**config.mk**
```make
export PLATFORM = sky130hd
export DESIGN_NAME = enemy_row_phase_sequencer
export DESIGN_NICKNAME = d
export VERILOG_FILES = /design/src/rtl/enemy_row_phase_sequencer.sv
export SDC_FILE = /design/constraint.sdc
export NUM_CORES = 1
export LEC_CHECK = 0
export BUFFER_PORTS_ARGS = -buffer_cell sky130_fd_sc_hd__clkbuf_2
export CORE_MARGIN = 1
export CORE_UTILIZATION = 53
export CTS_BUF_LIST = sky130_fd_sc_hd__clkbuf_8
export DETAILED_ROUTE_END_ITERATION = 10
export PLACE_DENSITY = 0.86
export SLEW_MARGIN = 10
export SYNTH_ARGS = -nofsm -noshare
export SYNTH_HDL_FRONTEND = slang
export SYNTH_SLANG_ARGS = --single-unit
```
**constraint.sdc**
```tcl
create_clock -name i_Clk -period 2.5 [get_ports i_Clk]
set_clock_uncertainty 0.2 [all_clocks]
set_input_delay 0.25 -clock i_Clk [delete_from_list [all_inputs] [get_ports i_Clk]]
set_output_delay 0.25 -clock i_Clk [all_outputs]
set_load 0.05 [all_outputs]
```
**src/rtl/enemy_row_phase_sequencer.sv**
```systemverilog
// Enemy row driver: frame-tick counting, 4-phase movement FSM, alive/dead tracking
// and a registered {x, y} position word for the renderer and collision logic.
module enemy_row_phase_sequencer #(
    parameter int          STEP_FRAMES       = 8,
    parameter int          STEPS_PER_PHASE   = 32,
    parameter logic [9:0]  START_X           = 10'd320,
    parameter logic [8:0]  VERTICAL_POSITION = 9'd168,
    parameter logic [18:0] NONE              = {19{1'b1}}
) (
    input  logic        i_Clk,
    input  logic        i_Rst_n,
    input  logic        i_FrameTick,
    input  logic        i_Enable,
    input  logic        i_Kill,
    input  logic        i_Respawn,
    output logic [1:0]  o_PhaseState,
    output logic        o_EnemyState,
    output logic [18:0] o_EnemyPosition,
    output logic        o_StepPulse
);

    localparam int FW = (STEP_FRAMES > 1)     ? $clog2(STEP_FRAMES)     : 1;
    localparam int SW = (STEPS_PER_PHASE > 1) ? $clog2(STEPS_PER_PHASE) : 1;
    localparam logic [FW-1:0] FRAME_LAST = FW'(STEP_FRAMES - 1);
    localparam logic [SW-1:0] STEP_LAST  = SW'(STEPS_PER_PHASE - 1);

    typedef enum logic [1:0] {
        PH_LEFT_A  = 2'b00,
        PH_RIGHT_A = 2'b01,
        PH_RIGHT_B = 2'b10,
        PH_LEFT_B  = 2'b11
    } phase_t;

    phase_t        r_Phase,    w_PhaseNext;
    logic [FW-1:0] r_FrameCnt, w_FrameCntNext;
    logic [SW-1:0] r_StepCnt,  w_StepCntNext;
    logic [9:0]    r_X,        w_XNext;
    logic          r_Alive,    w_AliveNext;
    logic          r_StepPulse, w_StepPulseNext;
    logic [18:0]   r_Position, w_PositionNext;
    logic          w_Accept;

    assign w_Accept = i_FrameTick & i_Enable & r_Alive & ~i_Kill & ~i_Respawn;

    always_ff @(posedge i_Clk or negedge i_Rst_n) begin
        if (!i_Rst_n) begin
            r_Phase     <= PH_LEFT_A;
            r_FrameCnt  <= '0;
            r_StepCnt   <= '0;
            r_X         <= START_X;
            r_Alive     <= 1'b1;
            r_StepPulse <= 1'b0;
            r_Position  <= {START_X, VERTICAL_POSITION};
        end else begin
            r_Phase     <= w_PhaseNext;
            r_FrameCnt  <= w_FrameCntNext;
            r_StepCnt   <= w_StepCntNext;
            r_X         <= w_XNext;
            r_Alive     <= w_AliveNext;
            r_StepPulse <= w_StepPulseNext;
            r_Position  <= w_PositionNext;
        end
    end

    always_comb begin
        w_PhaseNext     = r_Phase;
        w_FrameCntNext  = r_FrameCnt;
        w_StepCntNext   = r_StepCnt;
        w_XNext         = r_X;
        w_AliveNext     = r_Alive;
        w_StepPulseNext = 1'b0;

        if (i_Respawn) begin
            w_AliveNext    = 1'b1;
            w_XNext        = START_X;
            w_PhaseNext    = PH_LEFT_A;
            w_FrameCntNext = '0;
            w_StepCntNext  = '0;
        end else if (i_Kill) begin
            w_AliveNext = 1'b0;
        end else if (w_Accept) begin
            if (r_FrameCnt == FRAME_LAST) begin
                w_FrameCntNext  = '0;
                w_StepPulseNext = 1'b1;
                // direction comes from the phase in force before any advance
                if (r_Phase == PH_LEFT_A || r_Phase == PH_LEFT_B)
                    w_XNext = r_X - 10'd1;
                else
                    w_XNext = r_X + 10'd1;
                if (r_StepCnt == STEP_LAST) begin
                    w_StepCntNext = '0;
                    case (r_Phase)
                        PH_LEFT_A:  w_PhaseNext = PH_RIGHT_A;
                        PH_RIGHT_A: w_PhaseNext = PH_RIGHT_B;
                        PH_RIGHT_B: w_PhaseNext = PH_LEFT_B;
                        default:    w_PhaseNext = PH_LEFT_A;
                    endcase
                end else begin
                    w_StepCntNext = r_StepCnt + 1'b1;
                end
            end else begin
                w_FrameCntNext = r_FrameCnt + 1'b1;
            end
        end

        w_PositionNext = w_AliveNext ? {w_XNext, VERTICAL_POSITION} : NONE;
    end

    assign o_PhaseState    = r_Phase;
    assign o_EnemyState    = r_Alive;
    assign o_EnemyPosition = r_Position;
    assign o_StepPulse     = r_StepPulse;

endmodule

```
==> reports/results.txt <==
status: finished with violations
failing checks: setup timing
Multi-input gate area: 986 um^2
post-route worst setup slack: -0.00514 ns
Primary FF master, synth: dfrtp_1
CP required: 2.47 ns
pin count of the biggest net entering global routing: 34
final worst path period need: 2.51 ns
CTS tree: done
antenna-violating nets left: 0
core area: 0.00315 mm^2
Syn Area/Cell: 9.79 um^2
Congestion Overflow GR: 0
ranking of synthesized cells by area: dfrtp_1, ha_1, dfstp_2
Area Growth Syn to Fin: 23.0%
final cell count without fillers: 266
Die Y: 60.6 um
initial antenna violation count: 0
initial drt markers: 80
Critical Path Fanout Max: 6
commonest non-fill, non-tap cell in the layout: dfrtp_1
worst-path cell chain: xor2_2, inv_4, ha_4, a21o_1, a21oi_2, nand2_2, a21oi_4, mux2i_1, mux2_2
Ys Warns: 0
io pins: 29
final WL: 4.03 mm
Pre-antenna DRT Iters: 4
Seq/Total Area, Yosys: 0.457
Seq. cell area: 835 um^2
vias per inst: 5.57
Lkg Pwr: 0.00106 uW
CTS clk-pin slew, worst paths: 0.07 ns
worst reg2reg startpoint: o_PhaseState[1]$_DFFE_PN0P_
Critical Path Source: o_PhaseState[1]$_DFFE_PN0P_
most frequent cells in the layout: dfrtp_1, clkbuf_2, nor2_1
TritonCTS Buffers: 5
CP startpoint kind: register
max cap viols: 0
total power draw: 1120 uW
Crit Path Class: register to register
placed cells: 252
CP bufs+invs: 1
Seq cells post-synth: 33
vias in the first global route: 1373
share of cells above drive strength 1: 0.333
Synth top area share: 0.385
Final GP Congestion: 0.841
WL per Instance: 15.1 um
Filler cells: 223
Root Buffer: clkbuf_8
FFs w/ async S/R, synth: 1.00
GRT Util Overall: 0.237
Final Util: 0.710
Synth area leader: dfrtp_1
CTS Sinks: 33
Critical Path End Type: register
final worst path period share: 1.00
Slew @ Worst Pin: 0.792 ns
Rel. slew slack: 0.472
Slew Limit Fails: 0
VDD IR max: 0.484 mV
Setup TNS: -0.00514 ns
Yosys cell types: 41
post-DP HPWL: 2.66 mm
clk_lat worst skew: 0.29 ns
setup violators final: 1
Clock Tree Buf Depth: 2
Slowest cell on crit path: dfrtp_2
CP peak stage delay: 0.43 ns
htree depth: 2
Worst Hold Launch: i_Kill
DRC: 0
nets: 240
total die area: 0.00367 mm^2
mapped cell area: 0.00182 mm^2
Placement Rows: 20
Initial Util: 0.577
global-route wire length before repair: 6.22 mm
Pwr Density: 501 mW/mm^2
die width: 60.6 um
fmax: 399 MHz
routed via count: 1482
worst path arrival time: 2.48 ns
Hold Vio Cnt, Final: 0
count of port buffers added during placement: 25
Gate Count Post-Synth: 186
Hold Crit Class: input pin to register
RSZ-0062 raised after global routing: true
hold slack final: 0.111 ns
Largest delay share family, worst path: multiplexers
ANT cells: 0
number of synthesized flops with an enable pin: 0
[state kept, by name, summed over array words and instances (netlist names)]
register         cells
o_EnemyPosition     11
r_X                 10
r_StepCnt            5
r_FrameCnt           3
o_PhaseState         2
o_EnemyState         1
o_StepPulse          1
[where the power goes]
part / total (uW) / internal [uW] / switching [uW]
Sequential: 552 / 547 / 4.93
Clock: 440 / 249 / 191
Combinational: 131 / 23.2 / 108
Total: 1120 / 819 / 304
[per-stage QoR]
stage,worst slack (ns),area [um^2]
2_1_floorplan,-0.129,1850
5_1_grt,-0.0883,2240
3_3_place_gp,0.0645,2020
4_1_cts,0.00304,2140
6_report,-0.00514,2240
3_5_place_dp,-0.0126,2020
[logic make-up (layout without fill, tap and decap cells)]
logic type                 Yosys count  after routing  share of synthesized area
AOI/OAI and AO/OA                   42             42                      0.148
adders and majority gates           13             13                     0.0935
xor gates and xnor gates            10             10                     0.0481
buffers and inverters               17             51                     0.0529
and+or+nand+nor                     62             62                      0.154
other                                1              3                    0.00206
muxes                                8              8                     0.0447
DFF                                 33             33                      0.457
[final timing paths]
check	to	depth (start not counted)	slack (ns)
setup / recovery	r_X[9]$_DFF_PN0_	9	-0.005
max in group asynchronous	o_PhaseState[1]$_DFFE_PN0P_	2	1.18
hold reg to reg	o_EnemyPosition[15]$_DFF_PN1_	2	0.32
min in group asynchronous	r_FrameCnt[2]$_DFFE_PN0P_	2	0.37
hold / removal	o_EnemyPosition[8]$_DFF_PN0_	3	0.11
setup reg to reg	r_X[9]$_DFF_PN0_	9	-0.005
[cell type report]
| class | count | share of cell area |
|---|---|---|
| tap | 44 | 0.0246 |
| sequential | 33 | 0.373 |
| clock buffer | 7 | 0.0430 |
| multi-input combinational | 138 | 0.440 |
| clock inverter | 1 | 0.00224 |
| timing repair buffer | 41 | 0.112 |
| inverter | 2 | 0.00447 |
[synthesized netlist by cell type (2+ instances only)]
cell type / instances
nand2_1: 17
xor2_1: 4
a21oi_1: 19
mux2i_1: 7
nand4_1: 3
nand3_1: 6
a31oi_1: 4
dfstp_2: 5
a21o_1: 3
buf_4: 8
o211ai_1: 3
dfrtp_1: 28
nor2b_1: 2
nor2_1: 25
o21ai_0: 5
inv_1: 2
buf_2: 2
xnor2_1: 6
ha_1: 12
clkbuf_1: 4
[repair_timing]
action | 4_1_cts | 5_1_grt
setup buffers | 0 | 5
hold buffers | 1 | 0
hold endpoints to repair | 28 | 0
endpoints found under the setup margin | 2 | 8
gates resized for setup | 3 | 12
pin swaps | 0 | 8
[worst reg2reg max path: stages, from the launching register on]
cell     delay (ns)
dfrtp_2        0.43
xor2_2         0.23
inv_4          0.10
ha_4           0.25
a21o_1         0.16
a21oi_2        0.16
nand2_2        0.10
a21oi_4        0.17
mux2i_1        0.22
mux2_2         0.36
[metal layers]
metal	wire length, um	part of all wire	track usage
met4	123	0.031	0.0877
met5	0	0	0
met2	2030	0.50	0.389
met3	205	0.051	0.0789
met1	1670	0.42	0.292
Note: power is estimated with default switching activity, not from simulation.
